$ cat config.mk
export PLATFORM = sky130hd
export DESIGN_NAME = alu32_exec
export DESIGN_NICKNAME = d
export VERILOG_FILES = /design/src/rtl/alu32_exec.sv
export SDC_FILE = /design/constraint.sdc
export NUM_CORES = 1
export LEC_CHECK = 0
export ABC_CLOCK_PERIOD_IN_PS = 8100
export BUFFER_PORTS_ARGS = -buffer_cell sky130_fd_sc_hd__buf_2
export CORE_MARGIN = 2
export CORE_UTILIZATION = 50
export CTS_BUF_LIST = sky130_fd_sc_hd__clkbuf_4 sky130_fd_sc_hd__clkbuf_8
export CTS_CLUSTER_DIAMETER = 200
export DETAILED_ROUTE_END_ITERATION = 10
export GPL_ROUTABILITY_DRIVEN = 1
export PLACE_DENSITY = 0.77
export RECOVER_POWER = 100
export SETUP_SLACK_MARGIN = 0.15
export SLEW_MARGIN = 15
export SYNTH_ARGS = -nofsm -noshare
export SYNTH_HDL_FRONTEND = slang
export SYNTH_SLANG_ARGS = --single-unit
$ cat constraint.sdc
create_clock -name clk -period 8.1 [get_ports clk]
set_clock_uncertainty 0.1 [all_clocks]
set_input_delay 1.62 -clock clk [delete_from_list [all_inputs] [get_ports clk]]
set_output_delay 1.62 -clock clk [all_outputs]
set_load 0.01 [all_outputs]
$ cat src/rtl/alu32_exec.sv
// alu32_exec: execute-stage datapath slice.
//   - Address adder: add_sum = add_a + add_b (mod 2^32).
//   - ALU control decode: {aluop1, aluop0} and funct select the 4-bit gout code.
//   - ALU: result and zout are computed combinationally from a, b and gout.
//   - Status flags: status_n, status_v and status_z are registered from the current
//     operation on every rising clk. They are cleared by synchronous active-low rst_n.
// Ports:
//   clk, rst_n                   clock and synchronous active-low reset
//   add_a, add_b -> add_sum      32-bit address adder
//   a, b                         32-bit ALU operands
//   aluop1, aluop0, funct[5:0]   operation select
//   gout[3:0]                    decoded ALU operation code
//   result[31:0], zout           ALU result and its combinational zero flag
//   status_n/v/z                 registered negative, overflow and zero flags
module alu32_exec (
  input  logic        clk,
  input  logic        rst_n,
  input  logic [31:0] add_a,
  input  logic [31:0] add_b,
  output logic [31:0] add_sum,
  input  logic [31:0] a,
  input  logic [31:0] b,
  input  logic        aluop1,
  input  logic        aluop0,
  input  logic [5:0]  funct,
  output logic [3:0]  gout,
  output logic [31:0] result,
  output logic        zout,
  output logic        status_n,
  output logic        status_v,
  output logic        status_z
);

  typedef enum logic [3:0] {
    OP_AND = 4'b0000,
    OP_OR  = 4'b0001,
    OP_ADD = 4'b0010,
    OP_XOR = 4'b0011,
    OP_SUB = 4'b0110,
    OP_SLT = 4'b0111,
    OP_NOR = 4'b1100
  } alu_op_e;

  alu_op_e     op;
  logic [31:0] sum;
  logic [31:0] diff;
  logic        ovf_add;
  logic        ovf_sub;
  logic        less;
  logic        ovf;

  assign add_sum = add_a + add_b;

  always_comb begin
    op = OP_ADD;
    case ({aluop1, aluop0})
      2'b00: op = OP_ADD;
      2'b01: op = OP_SUB;
      2'b11: op = OP_NOR;
      2'b10: begin
        case (funct)
          6'b100000: op = OP_ADD;
          6'b100010: op = OP_SUB;
          6'b100100: op = OP_AND;
          6'b100101: op = OP_OR;
          6'b100110: op = OP_XOR;
          6'b100111: op = OP_NOR;
          6'b101010: op = OP_SLT;
          default:   op = OP_ADD;
        endcase
      end
      default: op = OP_ADD;
    endcase
  end

  assign gout = op;

  assign sum     = a + b;
  assign diff    = a - b;
  assign ovf_add = (a[31] == b[31]) && (sum[31]  != a[31]);
  assign ovf_sub = (a[31] != b[31]) && (diff[31] != a[31]);
  // The sign of the difference is inverted when the subtraction overflows,
  // so the signed comparison still holds across overflow.
  assign less    = diff[31] ^ ovf_sub;

  always_comb begin
    result = '0;
    ovf    = 1'b0;
    case (gout)
      OP_AND: result = a & b;
      OP_OR:  result = a | b;
      OP_ADD: begin
        result = sum;
        ovf    = ovf_add;
      end
      OP_XOR: result = a ^ b;
      OP_SUB: begin
        result = diff;
        ovf    = ovf_sub;
      end
      OP_SLT: result = {31'b0, less};
      OP_NOR: result = ~(a | b);
      default: begin
        result = '0;
        ovf    = 1'b0;
      end
    endcase
  end

  assign zout = (result == '0);

  always_ff @(posedge clk) begin
    if (!rst_n) begin
      status_n <= 1'b0;
      status_v <= 1'b0;
      status_z <= 1'b0;
    end else begin
      status_n <= result[31];
      status_v <= ovf;
      status_z <= zout;
    end
  end

endmodule

==> results.json <==
{
  "timing_worst_slew_pin_value_ns": 1.413,
  "cp_data_arrival_time_ns": 6.14,
  "routedWlPerCell_um": 17.56,
  "maxClockFrequency_ghz": 0.1272,
  "tritoncts": "built",
  "yosys_register_bits": 3,
  "drive_above_1_share_pct": 20.10,
  "setup.worst_path.start_class": "input pin",
  "gpl.final_weighted_congestion": 0.9635,
  "drt_first_pass_iters": 5,
  "final.period_utilization_pct": 97.07,
  "timing.max_slew.rel_slack_pct": 5.807,
  "dr_total_vias": 9484,
  "netlist-cell-type-count": 86,
  "floorplan.rows": 44,
  "area_growth_syn_to_layout_pct": 20.23,
  "irDropWorstVdd_v": 0.00005325,
  "net-switching-power_uw": 438.0,
  "initial_utilization_pct": 51.53,
  "worstSetupStartpoint": "b[15]",
  "clk_path_buf_depth": 2,
  "synth-warning-count": 0,
  "setup_total_negative_slack_ns": 0,
  "critical_path.max_stage_delay_ns": 0.51,
  "routed_wirelength_mm": 26.87,
  "antenna_violating_nets_post_route": 0,
  "num-fill-cells": 1439,
  "edff_count_synth": 0,
  "crit_path_cell_trace": "buf_2 > inv_1 > ha_1 > or4_4 > or4_4 > nand2b_4 > o2bb2ai_4 > o21ai_2 > o21ba_2 > o21ba_2 > fa_1 > nand4_1 > nor3_1 > a221oi_1 > nand2_1 > or3_1 > or4_4 > nor4_4 > nand4_1 > nor2_1 > buf_2",
  "finalNonFillerCells": 1530,
  "clkSinkCount": 3,
  "postPlaceCellArea_um2": 8926,
  "power.leakage_nw": 4.442,
  "critical_path.most_common_cell": "or4_4",
  "synth_top_flop_cell": "dfxtp_1",
  "internal_power_uw": 350.2,
  "global_route_wire_length_before_repair_mm": 41.87,
  "die_x_um": 126.9,
  "maxSlewViolCount": 0,
  "final-setup-viol-count": 0,
  "number_of_nets_produced_by_synthesis": 1414,
  "finish.utilization_pct": 61.95,
  "clockRootBuffer": "clkbuf_8",
  "post-route-drc-count": 0,
  "finish.net_count": 1619,
  "mapped_cells": 1139,
  "cts-htree-levels": 1,
  "finalWorstPathRequiredPeriod_ns": 7.863,
  "vias_in_the_first_global_route": 8582,
  "floorplan.io_pins": 210,
  "crit_path_top_delay_cell": "or4_4",
  "seq_power_share_pct": 2.1,
  "cap_viol_max_count": 0,
  "grt_start_max_net_pins": 32,
  "number_of_input_and_output_port_buffers_inserted": 209,
  "placed_instances": 1520,
  "grt-ovfl-total": 0,
  "timing_worst_setup_path_type": "in2out",
  "core-area_um2": 14640,
  "holdCritStartpoint": "rst_n",
  "worst_slack_ns": 0.2374,
  "syn_area_um2": 7546,
  "worst_setup_hold_path_clk_slew_ns": 0.03,
  "postSynth.asyncResetShare_pct": 0,
  "synth_sequential_area_ratio_pct": 0.7959,
  "run_status": "completed",
  "rsz0062_at_grt": "yes",
  "critPathMaxFanout": 3,
  "endpoint_kind": "output port",
  "cts.hold.buffers_added": 0,
  "place_hpwl_mm": 21.41,
  "routed_via_density": 6.199,
  "final-hold-violation-count": 0,
  "post-route-cell-area_um2": 9072,
  "grt_antenna_before_repair": 3,
  "pwr-share-comb_pct": 91.9,
  "die_area_um2": 16090,
  "cts-buffers-inserted": 3,
  "share_clk_of_total_power_pct": 6.0,
  "die_h_um": 126.9,
  "netSwitchingFraction_pct": 55.57,
  "worst-endpoint-required_ns": 6.38,
  "place_ws_ns": -0.1190,
  "track_usage_pct": 31.32,
  "min_delay_path_class": "in2reg",
  "detailedRoute.firstIterationViolations": 837,
  "cellPowerDensity_nw_per_um2": 86.88,
  "syn_area_per_cell_um2": 6.625
}
-- Yosys cell counts, types with 8 or more instances --
library cell | count | area, um2
a2111oi_0 | 8 | 70.07
o22ai_1 | 9 | 56.30
a221oi_1 | 9 | 78.83
mux2i_1 | 11 | 110.1
o211ai_1 | 13 | 97.59
and2_1 | 9 | 56.30
a211oi_1 | 15 | 112.6
and3_1 | 17 | 106.4
xnor2_1 | 31 | 271.5
nor4_1 | 11 | 68.82
ha_1 | 133 | 1664
o21bai_1 | 8 | 60.06
o31a_1 | 9 | 78.83
nand4_1 | 10 | 62.56
nand2b_1 | 22 | 137.6
xor2_1 | 8 | 70.07
a21oi_1 | 92 | 460.4
o221ai_1 | 15 | 131.4
nand2_1 | 88 | 330.3
nor2b_1 | 15 | 93.84
a21o_1 | 18 | 135.1
inv_1 | 111 | 416.7
nor3_1 | 37 | 185.2
or3_1 | 17 | 106.4
nor2_1 | 102 | 382.9
clkbuf_1 | 45 | 168.9
o21a_1 | 20 | 150.1
a22oi_1 | 17 | 127.6
o21ai_0 | 78 | 390.4
nand3_1 | 29 | 145.1
-- routing by layer --
metal | global-route usage (%) | up-vias | part of all wire, %
met3 | 3.627 | 83 | 9.6
met4 | 13.96 | 0 | 4.0
li1 | - | 4576 | -
met2 | 53.61 | 502 | 46
met1 | 39.50 | 4323 | 41
met5 | 0 | - | 0
-- state kept, by name, summed over array words and instances, names as in the netlist --
signal,cells
status_v,1
status_z,1
status_n,1
-- worst max-delay path, delay by kind of cell --
family	cells	cell delay, ns
and+or+nand+nor	11	2.71
AOI/OAI and AO/OA	5	0.83
adders and majority gates	2	0.67
buffers and inverters	3	0.30
-- final timing paths --
check                 cells past startpoint                   to  slack (ns)
worst max-delay path                     21                 zout        0.24
worst min-delay path                      2  status_n$_SDFF_PN0_        1.55
-- final cells by class --
cell class | count | area, um2 | share of cell area [%]
Clock buffer | 4 | 48.80 | 0.5379
Timing Repair Buffer | 254 | 1351 | 14.89
Tap cell | 184 | 230.2 | 2.538
Inverter | 111 | 416.7 | 4.592
Sequential cell | 3 | 60.06 | 0.6620
Antenna cell | 3 | 7.507 | 0.08275
Multi-Input combinational cell | 971 | 6958 | 76.69
-- power by group through the flow --
| stage | clock [mW] | sequential [mW] | combinational, mW |
|---|---|---|---|
| after global routing | 0.0504 | 0.0164 | 0.788 |
| final | 0.0475 | 0.0164 | 0.724 |
| after CTS | 0.0485 | 0.0164 | 0.709 |
| after global placement | 0 | 0.0164 | 0.695 |
| after detailed placement | 0 | 0.0166 | 0.702 |
| after floorplan | 0 | 0.0169 | 0.461 |
-- cell families (layout without fill, tap and decap cells) --
kind of cell	Yosys count	count (layout)	share of synthesized area (%)
other	0	3	0
xor gates and xnor gates	39	39	4.527
AOI/OAI and AO/OA	390	390	35.20
DFF	3	3	0.7959
adders and majority gates	137	137	23.11
buffers and inverters	165	369	8.556
and+or+nand+nor	393	393	26.20
muxes	12	12	1.608
-- cell usage in the layout, fill, tap and decap left out, drive strengths merged, types with 29 or more instances in the layout --
cell type / netlist / routed
xnor2: 31 / 31
buf: 8 / 227
nor3: 38 / 38
ha: 133 / 133
nor2: 102 / 102
a21oi: 92 / 92
nand3: 29 / 29
clkbuf: 46 / 31
nand2: 88 / 88
inv: 111 / 111
o21ai: 80 / 80
-- per-stage QoR --
stage,total power [mW],hold WS [ns]
floorplan,0.4784,1.642
global placement,0.7117,1.786
detailed placement,0.7189,1.777
CTS,0.7738,1.551
global route,0.8551,1.558
finish,0.7882,1.547
-- repair_timing --
action,4_1_cts,5_1_grt
buffers inserted,1,2
cloned,0,0
gates resized for setup,7,10
endpoints found under the setup margin,1,1
pin swaps,3,7
hold endpoints to repair,0,0
Power figures use the tool's default switching activity.
